<file path="src/rtl/image_stream_loader.sv">
// Packs an R,G,B byte stream into 24-bit pixel words and writes them to the processor's BRAM,
// then pulses proc_start and waits for proc_done before accepting the next frame.
//
// state       | meaning
// ------------+-----------------------------------------------------------
// S_IDLE      | waiting for load_en; no bytes accepted
// S_LOAD      | accepting bytes; one BRAM write per completed pixel
// S_LAST_WR   | final pixel write on the bus; input held off
// S_START     | proc_start pulse cycle
// S_WAIT_DONE | waiting for the processor's done; input held off
module image_stream_loader #(
  parameter int IMAGE_WIDTH  = 4,
  parameter int IMAGE_HEIGHT = 4,
  parameter int ADDR_WIDTH   = 4
) (
  input  logic                  i_clk,
  input  logic                  i_rst,
  input  logic                  i_load_en,
  input  logic                  i_abort,
  input  logic [7:0]            i_byte_in,
  input  logic                  i_byte_valid,
  output logic                  o_byte_ready,
  output logic                  o_bram_we,
  output logic [ADDR_WIDTH-1:0] o_bram_addr,
  output logic [23:0]           o_bram_wdata,
  output logic                  o_proc_start,
  input  logic                  i_proc_done,
  output logic                  o_busy,
  output logic [7:0]            o_frame_count
);

  localparam int IMAGE_SIZE = IMAGE_WIDTH * IMAGE_HEIGHT;
  localparam logic [ADDR_WIDTH-1:0] LAST_PIX = ADDR_WIDTH'(IMAGE_SIZE - 1);

  typedef enum logic [2:0] {
    S_IDLE,
    S_LOAD,
    S_LAST_WR,
    S_START,
    S_WAIT_DONE
  } state_t;

  state_t                r_state;
  logic [1:0]            r_phase;
  logic [ADDR_WIDTH-1:0] r_pix_cnt;
  logic [15:0]           r_shift;
  logic                  w_accept;

  // abort wins over a byte offered in the same cycle; that byte is dropped
  assign w_accept = i_byte_valid && o_byte_ready && !i_abort;

  always_ff @(posedge i_clk) begin
    if (i_rst) begin
      r_state       <= S_IDLE;
      r_phase       <= 2'd0;
      r_pix_cnt     <= '0;
      r_shift       <= '0;
      o_byte_ready  <= 1'b0;
      o_bram_we     <= 1'b0;
      o_bram_addr   <= '0;
      o_bram_wdata  <= '0;
      o_proc_start  <= 1'b0;
      o_busy        <= 1'b0;
      o_frame_count <= '0;
    end else begin
      o_bram_we    <= 1'b0;
      o_proc_start <= 1'b0;
      case (r_state)
        S_IDLE: begin
          if (i_load_en) begin
            r_pix_cnt    <= '0;
            r_phase      <= 2'd0;
            r_state      <= S_LOAD;
            o_byte_ready <= 1'b1;
            o_busy       <= 1'b1;
          end
        end
        S_LOAD: begin
          if (i_abort) begin
            r_state      <= S_IDLE;
            o_byte_ready <= 1'b0;
            o_busy       <= 1'b0;
          end else if (w_accept) begin
            case (r_phase)
              2'd0: begin
                r_shift[15:8] <= i_byte_in;
                r_phase       <= 2'd1;
              end
              2'd1: begin
                r_shift[7:0] <= i_byte_in;
                r_phase      <= 2'd2;
              end
              default: begin
                r_phase      <= 2'd0;
                o_bram_we    <= 1'b1;
                o_bram_addr  <= r_pix_cnt;
                o_bram_wdata <= {r_shift, i_byte_in};
                if (r_pix_cnt == LAST_PIX) begin
                  r_state      <= S_LAST_WR;
                  o_byte_ready <= 1'b0;
                end else begin
                  r_pix_cnt <= r_pix_cnt + 1'b1;
                end
              end
            endcase
          end
        end
        S_LAST_WR: begin
          if (i_abort) begin
            r_state <= S_IDLE;
            o_busy  <= 1'b0;
          end else begin
            r_state      <= S_START;
            o_proc_start <= 1'b1;
          end
        end
        S_START: begin
          r_state <= S_WAIT_DONE;
        end
        S_WAIT_DONE: begin
          if (i_proc_done) begin
            o_frame_count <= o_frame_count + 8'd1;
            if (i_load_en) begin
              r_pix_cnt    <= '0;
              r_phase      <= 2'd0;
              r_state      <= S_LOAD;
              o_byte_ready <= 1'b1;
            end else begin
              r_state <= S_IDLE;
              o_busy  <= 1'b0;
            end
          end
        end
        default: begin
          r_state      <= S_IDLE;
          o_byte_ready <= 1'b0;
          o_busy       <= 1'b0;
        end
      endcase
    end
  end

endmodule
</file>
<file path="config.mk">
export PLATFORM = sky130hd
export DESIGN_NAME = image_stream_loader
export DESIGN_NICKNAME = d
export VERILOG_FILES = /design/src/rtl/image_stream_loader.sv
export SDC_FILE = /design/constraint.sdc
export NUM_CORES = 1
export LEC_CHECK = 0
export CAP_MARGIN = 20
export CORE_MARGIN = 2
export CORE_UTILIZATION = 40
export DETAILED_ROUTE_END_ITERATION = 7
export GPL_ROUTABILITY_DRIVEN = 0
export PLACE_DENSITY = 0.64
export SYNTH_ARGS = -nofsm -noshare
export SYNTH_HDL_FRONTEND = slang
export SYNTH_SLANG_ARGS = --single-unit
</file>
<file path="constraint.sdc">
create_clock -name i_clk -period 3.5 [get_ports i_clk]
set_input_delay 0.7 -clock i_clk [delete_from_list [all_inputs] [get_ports i_clk]]
set_output_delay 0.7 -clock i_clk [all_outputs]
set_load 0.005 [all_outputs]
</file>
==> results.md, run 1 <==
* Status: finished, final reports clean
* Slowest stage delay, CP at about 0.55 ns
* Post-synth top flop: dfxtp_1
* CP Launch Type: input port
* Post-Syn Instances at 269
* LEAKAGE at ~0.0015 uW
* Setup_tns at 0 ns
* Cell Chain, Critical Path: clkdlybuf4s50_1 -> and4bb_2 -> nand4b_1 -> mux2i_1 -> nor2_1
* # diodes at 0
* F_max at 416 MHz
* CTS tree: done
* Vias in the first global route at between 1.5k and 2k
* Mean Syn Cell Area at 9.80 um^2
* Commonest non-fill, non-tap cell in the layout: dfxtp_1
* Fraction of registers with async set/reset at 0%
* Crit. End Element: flip-flop
* CP top delay family: simple AND/OR/NAND/NOR gates
* Post-CTS Setup Bufs at 0
* Drt drc at 0
* Largest net degree at the start of global routing at 35
* Hold Vio Cnt, Final at 0
* Fin Hold WS at 0.486 ns
* Final Non-Filler Cells at 399
* First-pass GRT wire length at 8780 um
* Worst setup path category: input port to flip-flop
* Clk root buf: clkbuf_8
* Initial DRT Pass Iterations at 4
* Number of buffers and inverters on the critical path at 1
* Pre-CTS setup slack at roughly 0.74 ns
* CTS sink cnt at 65
* Yosys warning total at 0
* DR WL/cell at 13.3 um
* Worst skew pair latency at 0.34 ns
* Vias per Instance at 5.12
* Seq/Total Area, Yosys at around half
* Initial drt markers at 86
* Post-DP HPWL at between 3000 and 4000 um
* Layout cells sized above 1 at 7.14%
* Port Buf Inserts at 53
* Final WS setup at around 1.1 ns
* CP max stage cell: clkdlybuf4s50_1
* GRT Util Overall at between 15 and 20%
* Post-Place Cells at 385
* Post-DRT Antenna Nets at 0
* Area Overhead vs Synth at 29.4%
* Max-slew violations at 0
* Syn nets at around 290
* PostCTS Resize Cnt at 0
* Congestion Overflow GR at 0
* Layout Nets at around 340
* Ports at 54
* Most frequent cells in the layout: dfxtp_1, nor2_1, clkdlybuf4s50_1
* Total CTS buffers at 9
* HP Class: flip-flop to flip-flop
* Final Total Pwr at about 1500 uW
* Initial Util at between 40% and 50%
* Yosys reg bits at 65
* Yosys cell types at 40
* Die X at 85.2 um
* Die height at ~85 um
* Crit share post-route at 68.7%
* Worst-margin pin slew at around 0.71 ns
* RSZ-0062 raised after global routing: false
* # rows at 29
* CP Max Fanout at 10
* Clock Skew at ~0.010 ns
* Worst endpoint required time at roughly 3.7 ns
* Die area at around 7300 um^2
* EDFF count, synth at 0
* Vias at 2042
* Mapped Area at 2640 um^2
* CTS max path bufs at 2
* Critical Path AT at approximately 2.6 ns
* Routed wire length at about 5300 um
* Maximum VDD drop at around 0.32 mV
* Htree depth at 3
* Initial antenna violation count at 0
* Relative slew slack at between 50 and 60%
* Final setup vio count at 0
* Area of the core at 6350 um^2
* Hold buffer count at CTS at 0
* Worst-path clk slew at around 0.070 ns
* Power per cell area at 428 nW/um^2
* Max Cap Viol at 0
* Fin crit period at approximately 2.4 ns
registers in the layout (all words and copies together) (netlist names):
| signal | flops |
|---|---|
| o_frame_count | 8 |
| r_shift | 16 |
| r_pix_cnt | 4 |
| r_state | 3 |
| o_busy | 1 |
| o_proc_start | 1 |
| o_bram_addr | 4 |
| o_bram_we | 1 |
| r_phase | 2 |
| o_bram_wdata | 24 |
| o_byte_ready | 1 |
power by group:
part	switching, uW	internal (uW)	total [uW]
Combinational	33.0	30.0	63.0
Sequential	5.46	743	749
Clock	268	379	647
Total	306	1150	1460
metrics by stage:
step	area (um^2)	utilization (%)
after detailed placement	3210	50.5
after global routing	3410	53.7
final	3410	53.7
after global placement	3210	50.5
after CTS	3410	53.7
after floorplan	2640	-
Yosys cell counts (3+ instances only):
master    count  area, um^2
nor2b_1       5        31.3
nand2b_1      3        18.8
a22oi_1       3        22.5
nor2_1       57         214
and3_1        4        25.0
nand4_1       4        25.0
xor2_1        6        52.6
a21oi_1      10        50.1
a211oi_1      3        22.5
buf_2         5        25.0
or4b_1        3        30.0
o21ai_0       7        35.0
clkbuf_1     10        37.5
a31oi_1       3        18.8
nand2_1       3        11.3
mux2i_1      45         450
nand3_1       5        25.0
dfxtp_1      65        1300
o31ai_1       3        22.5
path summary, 6_finish.rpt:
check	from	cells past startpoint	end	slack (ns)
worst max-delay path	i_abort	5	r_shift[6]	1.10
worst min-delay path	o_busy	2	o_busy	0.49
worst max register to register	r_state[1]	4	r_shift[6]	1.33
worst min register to register	o_busy	2	o_busy	0.49
metal layers:
metal	global-route usage, %	vias to the layer above	routed length, um
met5	0	-	0
met4	6.49	0	73
met3	6.52	6	363
met2	22.4	51	2340
met1	20.1	943	2550
li1	-	1042	-
final cells by class:
cell class	instances	area [um^2]
clock inverters	2	37.5
flip-flops and latches	65	1300
repair buffers	56	548
inverters	1	3.75
fillers	588	2940
clock buffers	12	165
well taps	77	96.3
multi-input cells	186	1260
logic make-up (layout without fill, tap and decap cells):
family	count (synthesis)	after routing	share of synthesized area (%)
and+or+nand+nor	100	100	19.8
DFF	65	65	49.3
muxes	45	45	17.1
AOI/OAI and AO/OA	32	32	7.45
buffers and inverters	18	71	3.08
xor gates and xnor gates	7	7	2.32
adders and majority gates	2	2	0.949
tightest hold or removal path: cells and delay by family (launching register included):
kind           cells  cell delay, ns
flip-flops         1            0.31
AO/OA/AOI/OAI      2            0.13
Power figures use the tool's default switching activity.
==> inputs of run 2 (changes only) <==
--- a/config.mk
+++ b/config.mk
@@ -10,7 +10,7 @@
 export CORE_UTILIZATION = 40
 export DETAILED_ROUTE_END_ITERATION = 7
 export GPL_ROUTABILITY_DRIVEN = 0
-export PLACE_DENSITY = 0.64
+export PLACE_DENSITY = 0.66
 export SYNTH_ARGS = -nofsm -noshare
 export SYNTH_HDL_FRONTEND = slang
 export SYNTH_SLANG_ARGS = --single-unit
==> constraint.sdc (replaced) <==
create_clock -name i_clk -period 1.9 [get_ports i_clk]
set_input_delay 0.38 -clock i_clk [delete_from_list [all_inputs] [get_ports i_clk]]
set_output_delay 0.38 -clock i_clk [all_outputs]
set_load 0.005 [all_outputs]
==> results.md, run 2 (synthesized netlist as in run 1, its figures left out) <==
* First-pass GRT wire length at 9180 um
* Ports at 54
* Critical Path AT at 2.01 ns
* # rows at 29
* Top reg by flops: o_bram_wdata
* Status: finished, final reports clean
* Die area at about 7300 um^2
* DR WL/cell at between 10 and 15 um
* Layout Nets at between 300 and 400
* CP Launch Type: flip-flop
* Maximum VDD drop at approximately 0.5 mV
* HP Class: flip-flop to flip-flop
* Htree depth at 3
* Clock Skew at roughly 0.0096 ns
* Vias at between 2k and 2.5k
* Initial drt markers at 77
* Vias per Instance at about 5
* Fill count at just under 600
* Hold Crit Endpoint: o_busy
* Initial Util at 41.5%
* Worst skew pair latency at between 0.3 and 0.4 ns
* HP Start: o_busy
* Post-DRT Antenna Nets at 0
* Initial antenna violation count at 0
* Slowest stage delay, CP at roughly 0.45 ns
* Drt drc at 0
* Area Overhead vs Synth at 34.7%
* Worst setup path category: flip-flop to flip-flop
* R2R depth at 4
* Relative slew slack at 70.6%
* Worst-path clk slew at 0.07 ns
* Layout cells sized above 1 at between 10% and 20%
* Total CTS buffers at 9
* CP max stage cell: or3b_4
* Commonest non-fill, non-tap cell in the layout: dfxtp_1
* CTS tree: done
* R2r startpoint: r_state[0]
* GRT Util Overall at between 10% and 20%
* Max reg flops at 24
* Clk root buf: clkbuf_8
* Pre-CTS setup slack at -0.0880 ns
* Crit. End Element: flip-flop
* Die height at around 85 um
* Worst endpoint required time at around 2.2 ns
* Fin crit period at between 1.5 and 2 ns
* Post-DP HPWL at approximately 3800 um
* CTS max path bufs at 2
* Routed wire length at 5470 um
* Final Total Pwr at 2830 uW
* R2R setup slack at ~0.16 ns
* Post-CTS Setup Bufs at 0
* Area of the core at 6350 um^2
* Top Registers: o_bram_wdata: 24 flops, r_shift: 16 flops, o_frame_count: 8 flops
* Worst-margin pin slew at ~0.44 ns
* Vias in the first global route at just under 2k
* Max-slew violations at 0
* Largest net degree at the start of global routing at 40
* Die X at between 80 and 90 um
* Most frequent cells in the layout: dfxtp_1, nor2_1, clkdlybuf4s50_1
* Worst Hold Depth at 2
* Power per cell area at 796 nW/um^2
* Port Buf Inserts at 53
* Final WS setup at between 0.15 and 0.2 ns
* Final setup vio count at 0
* RSZ-0062 raised after global routing: false
* Cell Chain, Critical Path: or3b_4 -> nor3_2 -> or4b_1 -> a21oi_1
* LEAKAGE at roughly 0.0016 uW
* Congestion Overflow GR at 0
* # diodes at 0
* Setup_tns at 0 ns
* CTS sink cnt at 65
* Initial DRT Pass Iterations at 4
* F_max at 576 MHz
* Crit share post-route at 91.4%
* PostCTS Resize Cnt at 0
* CP Max Fanout at 8
* Hold buffer count at CTS at 0
* Critical Path Start: r_state[0]
* Max Cap Viol at 0
* Hold Vio Cnt, Final at 0
* Worst r2r dst: r_pix_cnt[0]
[run 2: changes by cell type in the layout (fill, tap and decap cells not counted)]
| cell | change |
|---|---|
| buf_4 | +13 |
| clkbuf_8 | -3 |
| clkinv_4 | +2 |
| inv_6 | +2 |
| buf_12 | +1 |
| bufinv_16 | +1 |
[run 2: worst max-delay path, delay by kind of cell (launching register included)]
kind | cells | cell delay, ns
AO/OA/AOI/OAI | 1 | 0.14
AND/OR/NAND/NOR | 3 | 1.11
flip-flops | 1 | 0.43
[run 2: worst max path at each step]
stage,endpoint,slack [ns],cells after the start
floorplan,o_bram_wdata[10],0.24,7
global placement,r_pix_cnt[0],-0.02,5
detailed placement,o_bram_wdata[10],-0.09,6
CTS,r_pix_cnt[0],0.17,4
global route,o_bram_wdata[10],0.07,5
finish,r_pix_cnt[0],0.16,4
[run 2: report_power, final]
group / switching (uW) / internal [uW] / leakage (uW)
registers: 7.35 / 1370 / 0.000524
clock network: 569 / 752 / 0.000110
logic: 66.2 / 66.1 / 0.000987
total: 642 / 2190 / 0.00162
[run 2: metal layers]
metal	wire length (um)	vias up	share of wire [%]	global-route usage (%)
li1	-	1070	-	-
met5	0	-	0	0
met4	76	0	1.4	6.93
met2	2370	49	43	22.4
met1	2730	969	50	22.2
met3	295	9	5.4	4.67
[run 2: area by class of cell]
cell class	instances	area, um^2	share of cell area [%]
multi-input combinational	186	1260	35.5
clock inverter	7	103	2.89
sequential	65	1300	36.6
tap	77	96.3	2.71
clock buffer	9	124	3.49
inverter	1	3.75	0.106
timing repair buffer	70	666	18.7
[run 2: metrics by stage]
| stage | util (%) | instance area (um^2) | std cells | hold WS, ns |
|---|---|---|---|---|
| final | 56.0 | 3550 | 415 | 0.489 |
| after global routing | 56.0 | 3550 | 415 | 0.516 |
| after CTS | 56.0 | 3550 | 415 | 0.494 |
| after detailed placement | 52.4 | 3330 | 399 | 0.482 |
| after global placement | 52.4 | 3330 | 399 | 0.467 |
| after floorplan | - | 2640 | 269 | 0.460 |
==> inputs of run 3 (changes only) <==
--- a/config.mk
+++ b/config.mk
@@ -9,8 +9,9 @@
 export CORE_MARGIN = 2
 export CORE_UTILIZATION = 40
 export DETAILED_ROUTE_END_ITERATION = 7
+export DONT_BUFFER_PORTS = 1
 export GPL_ROUTABILITY_DRIVEN = 0
-export PLACE_DENSITY = 0.66
+export PLACE_DENSITY = 0.55
 export SYNTH_ARGS = -nofsm -noshare
 export SYNTH_HDL_FRONTEND = slang
 export SYNTH_SLANG_ARGS = --single-unit
==> results.md, run 3 (synthesized netlist as in run 1, its figures left out) <==
* Power share of the clock group at about half
* Clk root buf: clkbuf_8
* Most frequent cells in the layout: dfxtp_1, nor2_1, mux2i_1
* Port Buf Inserts at 0
* HP Class: input port to flip-flop
* Max-slew violations at 0
* Ports at 54
* Final Non-Filler Cells at between 300 and 400
* Worst-path clk slew at ~0.07 ns
* # rows at 29
* Switching fraction of total power at between 20% and 30%
* RSZ-0062 raised after global routing: false
* Worst Hold Depth at 1
* First-pass GRT wire length at a little under 9000 um
* Post-Place Cells at 337
* Htree depth at 3
* Initial Util at 41.5%
* Post-DP HPWL at around 3500 um
* Vias in the first global route at roughly 1.8k
* GRT Util Overall at between 10% and 20%
* Layout Nets at approximately 290
* Total CTS buffers at 9
* Internal Pwr Total at roughly 2200 uW
* LEAKAGE at approximately 0.0014 uW
* Logic gate share of total power at about 2.1%
* Die area at roughly 7300 um^2
* Number of buffers and inverters on the critical path at 0
* Congestion Overflow GR at 0
* Hold Vio Cnt, Final at 0
* CTS max path bufs at 2
* Worst endpoint required time at ~2.2 ns
* Drt drc at 0
* Power per cell area at ~940 nW/um^2
* Multi-input logic area at 1260 um^2
* Top Registers: o_bram_wdata: 24 flops, r_shift: 16 flops, o_frame_count: 8 flops
* Hold Crit Endpoint: o_frame_count[0]
* Status: finished, final reports clean
* Crit share post-route at between 90% and 100%
* Relative slew slack at a little under two thirds
* Maximum VDD drop at approximately 0.39 mV
* CP Launch Type: flip-flop
* # diodes at 0
* Max Cap Viol at 0
* R2R depth at 4
* CP Max Fanout at 7
* Post-CTS Setup Bufs at 0
* Post-DRT Antenna Nets at 0
* GRT met2 Usage at approximately 22%
* Die height at roughly 85 um
* Max reg flops at 24
* Fin Hold WS at approximately 0.094 ns
* Initial DRT Pass Iterations at 4
* Hold buffer count at CTS at 0
* Fin crit period at 1.72 ns
* DR WL/cell at 15.2 um
* CP max stage cell: or4b_1
* Largest net degree at the start of global routing at 66
* Final setup vio count at 0
* R2R setup slack at about 0.18 ns
* CTS tree: done
* Clock Skew at just over 0.008 ns
* Initial antenna violation count at 0
* Layout cells sized above 1 at 10.5%
* Critical Path AT at around 2 ns
* Die X at about 85 um
* Worst setup path category: flip-flop to flip-flop
* Reg area at around 1300 um^2
* F_max at slightly below 600 MHz
* Worst-margin pin slew at between 0.5 and 0.6 ns
* Area of the core at ~6300 um^2
* Met1 GRT Util at about 20%
* Worst skew pair latency at about 0.35 ns
* Commonest non-fill, non-tap cell in the layout: dfxtp_1
* Slowest stage delay, CP at ~0.45 ns
* Layer with the highest usage: met2
* Worst r2r dst: r_pix_cnt[0]
* PostCTS Resize Cnt at 0
* R2r startpoint: r_state[0]
* Cell Chain, Critical Path: or3b_4 -> nor3_2 -> or4b_1 -> a21oi_1
* Fill count at 600
* Routed wire length at roughly 5400 um
* CP top delay family: simple AND/OR/NAND/NOR gates
* Setup_tns at 0 ns
* Crit. End Element: flip-flop
* Vias per Instance at between 5 and 6
* HP Start: i_rst
* Area Overhead vs Synth at 11.8%
* Met3 global-route usage at between 5 and 6%
* Net Sw Power at around 600 uW
* Initial drt markers at 161
* CTS sink cnt at 65
* Flop pwr share at between 40% and 50%
* Top reg by flops: o_bram_wdata
* Vias at between 1.5k and 2k
run 3: cell types whose count changed in the layout (fill, tap and decap cells not counted):
cell,before,now
inv_6,2,1
clkdlybuf4s50_1,52,0
clkinv_2,0,1
clkbuf_8,9,10
buf_12,1,0
clkinv_4,2,1
buf_2,1,0
buf_4,16,8
run 3: area by class of cell:
class / count / share of cell area, %
repair buffers: 8 / 2.04
well taps: 77 / 3.27
flip-flops and latches: 65 / 44.1
inverters: 1 / 0.127
multi-input cells: 186 / 42.7
clock inverters: 6 / 3.05
clock buffers: 10 / 4.67
run 3: power groups by stage:
stage | sequential (uW) | clock (uW) | combinational (uW)
2_1_floorplan | 1410 | 0 | 66.0
3_3_place_gp | 1410 | 0 | 57.8
3_5_place_dp | 1410 | 0 | 58.8
4_1_cts | 1380 | 1390 | 59.2
5_1_grt | 1380 | 1440 | 65.0
6_report | 1380 | 1350 | 59.4
run 3: per-layer routing:
| metal | wire, um | part of all wire [%] |
|---|---|---|
| met1 | 2570 | 48 |
| met2 | 2300 | 43 |
| met3 | 344 | 6.4 |
| met4 | 160 | 3.0 |
| met5 | 0 | 0 |
run 3: worst max path at each step:
| stage | start | to | cells past startpoint |
|---|---|---|---|
| after floorplan | i_abort | o_bram_wdata[10] | 7 |
| after global placement | r_state[0] | r_pix_cnt[0] | 4 |
| after detailed placement | r_state[0] | r_pix_cnt[0] | 4 |
| after CTS | r_state[0] | r_pix_cnt[0] | 4 |
| after global routing | r_state[0] | r_pix_cnt[0] | 4 |
| final | r_state[0] | r_pix_cnt[0] | 4 |
run 3: metrics by stage:
step           setup slack (ns)  area [um^2]  power [uW]  util, %
2_1_floorplan             0.241         2640        1470        -
3_3_place_gp              0.244         2720        1470     42.9
3_5_place_dp              0.212         2720        1470     42.9
4_1_cts                   0.192         2950        2820     46.4
5_1_grt                  0.0822         2950        2880     46.4
6_report                  0.177         2950        2780     46.4
run 3: worst reg2reg max path: stages, from the launching register on:
cell	delay (ns)
dfxtp_1	0.42
or3b_4	0.44
nor3_2	0.19
or4b_1	0.45
a21oi_1	0.15
